**src/rtl/mmio_pkg.sv**
```systemverilog
// mmio_pkg: register map shared by the GPIO bank and its ports.
package mmio_pkg;
    localparam int PORT_STRIDE = 8;
    localparam logic [2:0] OFS_OUT  = 3'd0;
    localparam logic [2:0] OFS_DIR  = 3'd1;
    localparam logic [2:0] OFS_IN   = 3'd2;
    localparam logic [2:0] OFS_IEN  = 3'd3;
    localparam logic [2:0] OFS_FLAG = 3'd4;
    localparam logic [2:0] OFS_EDGE = 3'd5;

    // Odd byte addresses ride on the upper data lane.
    function automatic logic [7:0] lane(input logic [15:0] w, input logic odd);
        return odd ? w[15:8] : w[7:0];
    endfunction
endpackage

```
**src/rtl/gpio_port.sv**
```systemverilog
// gpio_port: one 8-bit port with registers, input synchroniser, edge flags and readback.
module gpio_port
    import mmio_pkg::*;
#(
    parameter int SYNC_STAGES = 2
) (
    input  logic        clk,
    input  logic        rst,
    input  logic [7:0]  we,
    input  logic [15:0] wdata,
    input  logic [1:0]  rofs,
    input  logic [7:0]  pin,
    output logic [7:0]  out,
    output logic [7:0]  oe,
    output logic [15:0] rdata,
    output logic        irq_req
);
    logic [SYNC_STAGES-1:0][7:0] sync;
    logic [SYNC_STAGES:0] arm;
    logic [7:0] dly, out_r, dir_r, ien_r, flag_r, edge_r, last, hit, clr;
    logic [7:0] bank [8];

    assign last = sync[SYNC_STAGES-1];
    // Edges are ignored until the delay flop holds post-reset pin data.
    assign hit = arm[SYNC_STAGES] ? (last & ~dly & ~edge_r) | (~last & dly & edge_r) : 8'h00;
    assign clr = we[OFS_FLAG] ? lane(wdata, OFS_FLAG[0]) : 8'h00;

    always_ff @(posedge clk or posedge rst) begin
        if (rst) begin
            sync   <= '0;
            dly    <= '0;
            arm    <= '0;
            out_r  <= '0;
            dir_r  <= '0;
            ien_r  <= '0;
            flag_r <= '0;
            edge_r <= '0;
        end else begin
            sync   <= {sync[SYNC_STAGES-2:0], pin};
            dly    <= last;
            arm    <= {arm[SYNC_STAGES-1:0], 1'b1};
            out_r  <= we[OFS_OUT]  ? lane(wdata, OFS_OUT[0])  : out_r;
            dir_r  <= we[OFS_DIR]  ? lane(wdata, OFS_DIR[0])  : dir_r;
            ien_r  <= we[OFS_IEN]  ? lane(wdata, OFS_IEN[0])  : ien_r;
            edge_r <= we[OFS_EDGE] ? lane(wdata, OFS_EDGE[0]) : edge_r;
            flag_r <= (flag_r & ~clr) | hit;
        end
    end

    always_comb begin
        for (int i = 0; i < 8; i++) bank[i] = 8'h00;
        bank[OFS_OUT]  = out_r;
        bank[OFS_DIR]  = dir_r;
        bank[OFS_IN]   = last;
        bank[OFS_IEN]  = ien_r;
        bank[OFS_FLAG] = flag_r;
        bank[OFS_EDGE] = edge_r;
    end

    assign rdata   = {bank[{rofs, 1'b1}], bank[{rofs, 1'b0}]};
    assign out     = out_r;
    assign oe      = dir_r;
    assign irq_req = |(flag_r & ien_r);
endmodule

```
**src/rtl/mmio_gpio_bank.sv**
```systemverilog
// mmio_gpio_bank: memory-mapped bank of NPORT GPIO ports with edge-triggered interrupts.
module mmio_gpio_bank
    import mmio_pkg::*;
#(
    parameter int NPORT       = 4,
    parameter int ADDR_WIDTH  = 10,
    parameter int BASE_ADDR   = 'h080,
    parameter int SYNC_STAGES = 2
) (
    input  logic                  clk,
    input  logic                  rst,
    input  logic [ADDR_WIDTH-1:0] dmem_addr,
    input  logic                  dmem_wen,
    input  logic                  dmem_byt,
    input  logic [15:0]           dmem_wdata,
    output logic [15:0]           dmem_rdata,
    input  logic [8*NPORT-1:0]    gpio_in,
    output logic [8*NPORT-1:0]    gpio_out,
    output logic [8*NPORT-1:0]    gpio_oe,
    output logic                  irq
);
    localparam logic [ADDR_WIDTH-1:0] BASE = ADDR_WIDTH'(BASE_ADDR);
    localparam logic [ADDR_WIDTH-1:0] SPAN = ADDR_WIDTH'(PORT_STRIDE * NPORT);

    logic [ADDR_WIDTH-1:0] rel;
    logic                  in_blk;
    logic [3:0]            pidx;
    logic [2:0]            ofs;
    logic [7:0]            wmask;
    logic [15:0]           rd_nxt;
    logic [15:0]           port_rd [NPORT];
    logic [NPORT-1:0]      port_irq;

    assign rel    = dmem_addr - BASE;
    assign in_blk = dmem_addr >= BASE && rel < SPAN;
    assign pidx   = rel[6:3];
    assign ofs    = rel[2:0];
    // Word writes cover the addressed byte and its odd neighbour; odd word writes are dropped.
    assign wmask  = !(dmem_wen && in_blk) ? 8'h00 : dmem_byt ? 8'b01 << ofs : ofs[0] ? 8'h00 : 8'b11 << ofs;

    for (genvar g = 0; g < NPORT; g++) begin : g_port
        gpio_port #(.SYNC_STAGES(SYNC_STAGES)) u_port (
            .clk    (clk),
            .rst    (rst),
            .we     (pidx == 4'(g) ? wmask : 8'h00),
            .wdata  (dmem_wdata),
            .rofs   (ofs[2:1]),
            .pin    (gpio_in[8*g +: 8]),
            .out    (gpio_out[8*g +: 8]),
            .oe     (gpio_oe[8*g +: 8]),
            .rdata  (port_rd[g]),
            .irq_req(port_irq[g])
        );
    end

    always_comb begin
        rd_nxt = 16'h0000;
        for (int i = 0; i < NPORT; i++) rd_nxt = (in_blk && pidx == 4'(i)) ? port_rd[i] : rd_nxt;
    end

    always_ff @(posedge clk or posedge rst) begin
        if (rst) begin
            dmem_rdata <= '0;
            irq        <= 1'b0;
        end else begin
            dmem_rdata <= rd_nxt;
            irq        <= |port_irq;
        end
    end
endmodule

```
**config.mk**
```make
export PLATFORM = sky130hd
export DESIGN_NAME = mmio_gpio_bank
export DESIGN_NICKNAME = d
export VERILOG_FILES = /design/src/rtl/mmio_pkg.sv /design/src/rtl/gpio_port.sv /design/src/rtl/mmio_gpio_bank.sv
export SDC_FILE = /design/constraint.sdc
export NUM_CORES = 1
export LEC_CHECK = 0
export BUFFER_PORTS_ARGS = -buffer_cell sky130_fd_sc_hd__buf_2
export CAP_MARGIN = 20
export CORE_ASPECT_RATIO = 1.25
export CORE_MARGIN = 2
export CORE_UTILIZATION = 30
export DETAILED_ROUTE_END_ITERATION = 6
export SYNTH_ARGS = -nofsm -noshare
export SYNTH_HDL_FRONTEND = slang
export SYNTH_SLANG_ARGS = --single-unit
```
**constraint.sdc**
```tcl
create_clock -name clk -period 8.1 [get_ports clk]
set_input_delay 0.405 -clock clk [delete_from_list [all_inputs] [get_ports clk]]
set_output_delay 0.405 -clock clk [all_outputs]
set_load 0.02 [all_outputs]
```
==> flow_summary.yaml <==
power:
  power_density_nw_per_um2: 212
  switching_share_pct: 23.7
  clkPwrFrac_pct: 45.7
  switching_power_mw: 0.713
  comb_power_share_pct: 6.5
  p_seq_share_pct: 47.8
  p_leak_nw: 6.69
  ir_drop_mv: 0.127
  p_int_mw: 2.29
clock_network:
  cts_max_path_buffers: 3
  cts_buffers: 29
  cts_tree: "yes"
  clock-sinks: 276
  post_cts_resized: 0
  clk_pin_slew_ns: 0.06
  cts_htree_levels: 1
  hold_buffers: 32
  clockRootBuffer: "clkbuf_16"
  cts_setup_buffers: 0
  worstSkewPairLatency_ns: 0.56
global_routing:
  grt.met3_usage_pct: 3.89
  grt.met1_usage_pct: 24.6
  grt.total_usage_pct: 18.7
  grt_max_degree: 148
  grt_pass1_wl_um: 56100
  met2_usage_pct: 30.7
  top_usage_layer: "met2"
  grt.overflow.total: 0
  grt_pass1_vias: 8422
  antenna_found_initial: 5
die:
  io_pins: 143
  die_x_um: 180
  die_h_um: 224
  dieArea_um2: 40300
  rows: 80
  start_util_pct: 30.4
  core_area_um2: 38100
synthesis:
  syn_avg_cell_area_um2: 12.8
  synthesis.area_um2: 11600
  yosys_warnings: 0
  ys_seq_elements: 276
  synth_cell_types: 44
  synthArstFlopShare_pct: 100
  synth_edf_count: 0
  synth-main-ff-cell: "dfrtp_1"
  synth_cells: 904
  synth_fp_nets: 967
  ys_seq_area_share_pct: 59.5
setup_path:
  worst-path-max-fanout: 42
  critPathLaunch: "dmem_addr[2]"
  crit_type: "in2reg"
  arrival_ns: 3.19
  r2r_cells: 4
  start_kind: "input pin"
  endpoint_kind: "register"
  reg2reg_slack_ns: 6.33
  reg2reg_from: "g_port[0].u_port.oe[1]$_DFFE_PP0P_"
  required_ns: 8.54
  r2r_end: "dmem_rdata[9]$_DFF_PP0_"
routing:
  vias_per_cell: 5.24
  postRouteAntennaNets: 0
  wirelength_um: 38100
  route.detailed.drc: 0
  vias: 8320
  wire_per_inst_um: 24.0
  firstDrtPassIters: 5
  drt_iter0_drc: 841
final_layout:
  final_nets: 1134
  fin_area_um2: 14100
  drive_gt1_share_pct: 32.6
  final_cells: 1587
  nFillCells: 3734
  areaGrowthSynthToFinish_pct: 21.9
timing:
  setup_violations: 0
  worst_pin_slew_ns: 1.17
  rsz0062_at_grt: "no"
  tns_ns: 0
  period_needed_ns: 2.74
  hold_ws_ns: 0.0233
  skew_ns: 0.0109
  relSlewSlack_pct: 21.7
  max_freq_mhz: 364
  maxSlewViolCount: 0
  finalCritPeriodShare_pct: 33.9
  hold_violations: 0
placed_design:
  place_hpwl_um: 25900
  port_buffers: 142
  gp_congestion: 0.931
  place_area_um2: 12800
  dp.cells: 1499
status:
  status: "complete, no violations"
worst_hold_path:
  hp-class: "in2async"
job:
  cap_violations: 0
-- cells by family (layout without fill, tap and decap cells) --
family	after synthesis	in the layout	synth area share [%]
mux	192	192	18.4
compound gates	192	192	11.9
xor+xnor	3	3	0.227
simple gates	187	187	7.91
flops	276	276	59.5
buf+inv	52	242	1.90
fa+ha+maj	1	1	0.108
other cells	1	2	0.0323
-- metrics by stage --
stage	total power, mW	utilization [%]	setup WS [ns]
floorplan	1.56	-	0.0862
global placement	1.64	33.6	4.85
detailed placement	1.64	33.6	4.80
CTS	3.03	37.0	5.38
global route	3.10	37.1	5.27
finish	3.00	37.1	5.36
-- worst max-delay path by stage --
stage               slack [ns]  depth (start not counted)                                      to
floorplan                 0.09                          1                 dmem_rdata[0]$_DFF_PP0_
global placement          4.85                          5  g_port[0].u_port.edge_r[2]$_DFFE_PP0P_
detailed placement        4.80                          5  g_port[0].u_port.edge_r[7]$_DFFE_PP0P_
CTS                       5.38                          5  g_port[3].u_port.edge_r[6]$_DFFE_PP0P_
global route              5.27                          5  g_port[3].u_port.edge_r[6]$_DFFE_PP0P_
finish                    5.36                          5  g_port[1].u_port.edge_r[4]$_DFFE_PP0P_
-- placed cells by master (no fill, tap or decap), types with 3 or more instances in the layout --
cell,n
nor2_1,47
nand3b_1,5
o2bb2ai_1,32
clkinv_2,9
nand3_1,9
a21oi_1,25
nor2b_1,4
mux2i_1,48
clkbuf_16,29
clkbuf_1,4
buf_2,142
a221o_1,16
o21ai_0,39
nor3_1,3
clkbuf_8,7
bufinv_16,3
o22ai_1,16
nand2b_1,6
nand4_1,6
nand2_1,84
a22o_1,32
nor4b_2,3
dfrtp_1,276
a22oi_1,32
buf_4,9
mux2_2,136
mux2_4,8
dlygate4sd3_1,32
-- critical path, stage by stage --
cell and delay [ns]:
buf_4 0.38, buf_4 0.69, nand4_1 0.50, nor2b_1 0.78, mux2_2 0.41
-- sequential cells by signal, indices dropped and copies added (netlist names) --
| signal | count |
|---|---|
| g_port.u_port.dly | 32 |
| g_port.u_port.edge_r | 32 |
| g_port.u_port.flag_r | 32 |
| g_port.u_port.ien_r | 32 |
| g_port.u_port.last | 32 |
| g_port.u_port.oe | 32 |
| g_port.u_port.out | 32 |
| g_port.u_port.sync | 32 |
| dmem_rdata | 16 |
| g_port.u_port.arm | 3 |
| irq | 1 |
-- power groups by stage --
stage | Sequential, mW | Clock, mW | Combinational [mW]
after floorplan | 1.46 | 0 | 0.0981
after global placement | 1.46 | 0 | 0.181
after detailed placement | 1.46 | 0 | 0.183
after CTS | 1.44 | 1.40 | 0.195
after global routing | 1.44 | 1.45 | 0.210
final | 1.44 | 1.37 | 0.195
-- area by class of cell --
cell class                 count  area [um^2]  area share, %
inverter                       4         22.5          0.159
multi-input combinational    576         4480           31.7
clock inverter                14          151           1.07
clock buffer                  40          837           5.92
timing repair buffer         184         1120           7.91
antenna                        1         2.50         0.0177
tap                          492          616           4.36
sequential                   276         6910           48.9
-- cells in the mapped netlist, drive strengths merged, types with 2 or more instances --
cell type  instances  area share (%)
a21oi             25             1.1
a221o             16             1.4
a22o              32             2.4
a22oi             32             2.1
and2               2            0.11
buf               19            0.83
clkbuf            29            0.94
dfrtp            276              60
inv                3           0.097
mux2             144              14
mux2i             48             4.1
nand2             84             2.7
nand2b             7            0.44
nand3              9            0.39
nand3b             5            0.32
nand4              6            0.32
nand4bb            2            0.19
nor2              49             1.7
nor2b              5            0.27
nor3               3            0.13
nor4               3            0.27
nor4b              3            0.39
nor4bb             2            0.17
o21ai             39             1.7
o22ai             16            0.86
o2bb2ai           32             2.4
or4                2            0.13
xnor2              2            0.15
-- metal layers --
layer | wire length, um | part of all wire, % | vias up
met1 | 15900 | 42 | 4259
met3 | 2690 | 7.1 | 74
met2 | 18300 | 48 | 325
met4 | 1240 | 3.3 | 8
li1 | - | - | 3654
met5 | 45 | 0.12 | -
No activity file was read; power rests on OpenSTA's default activity.
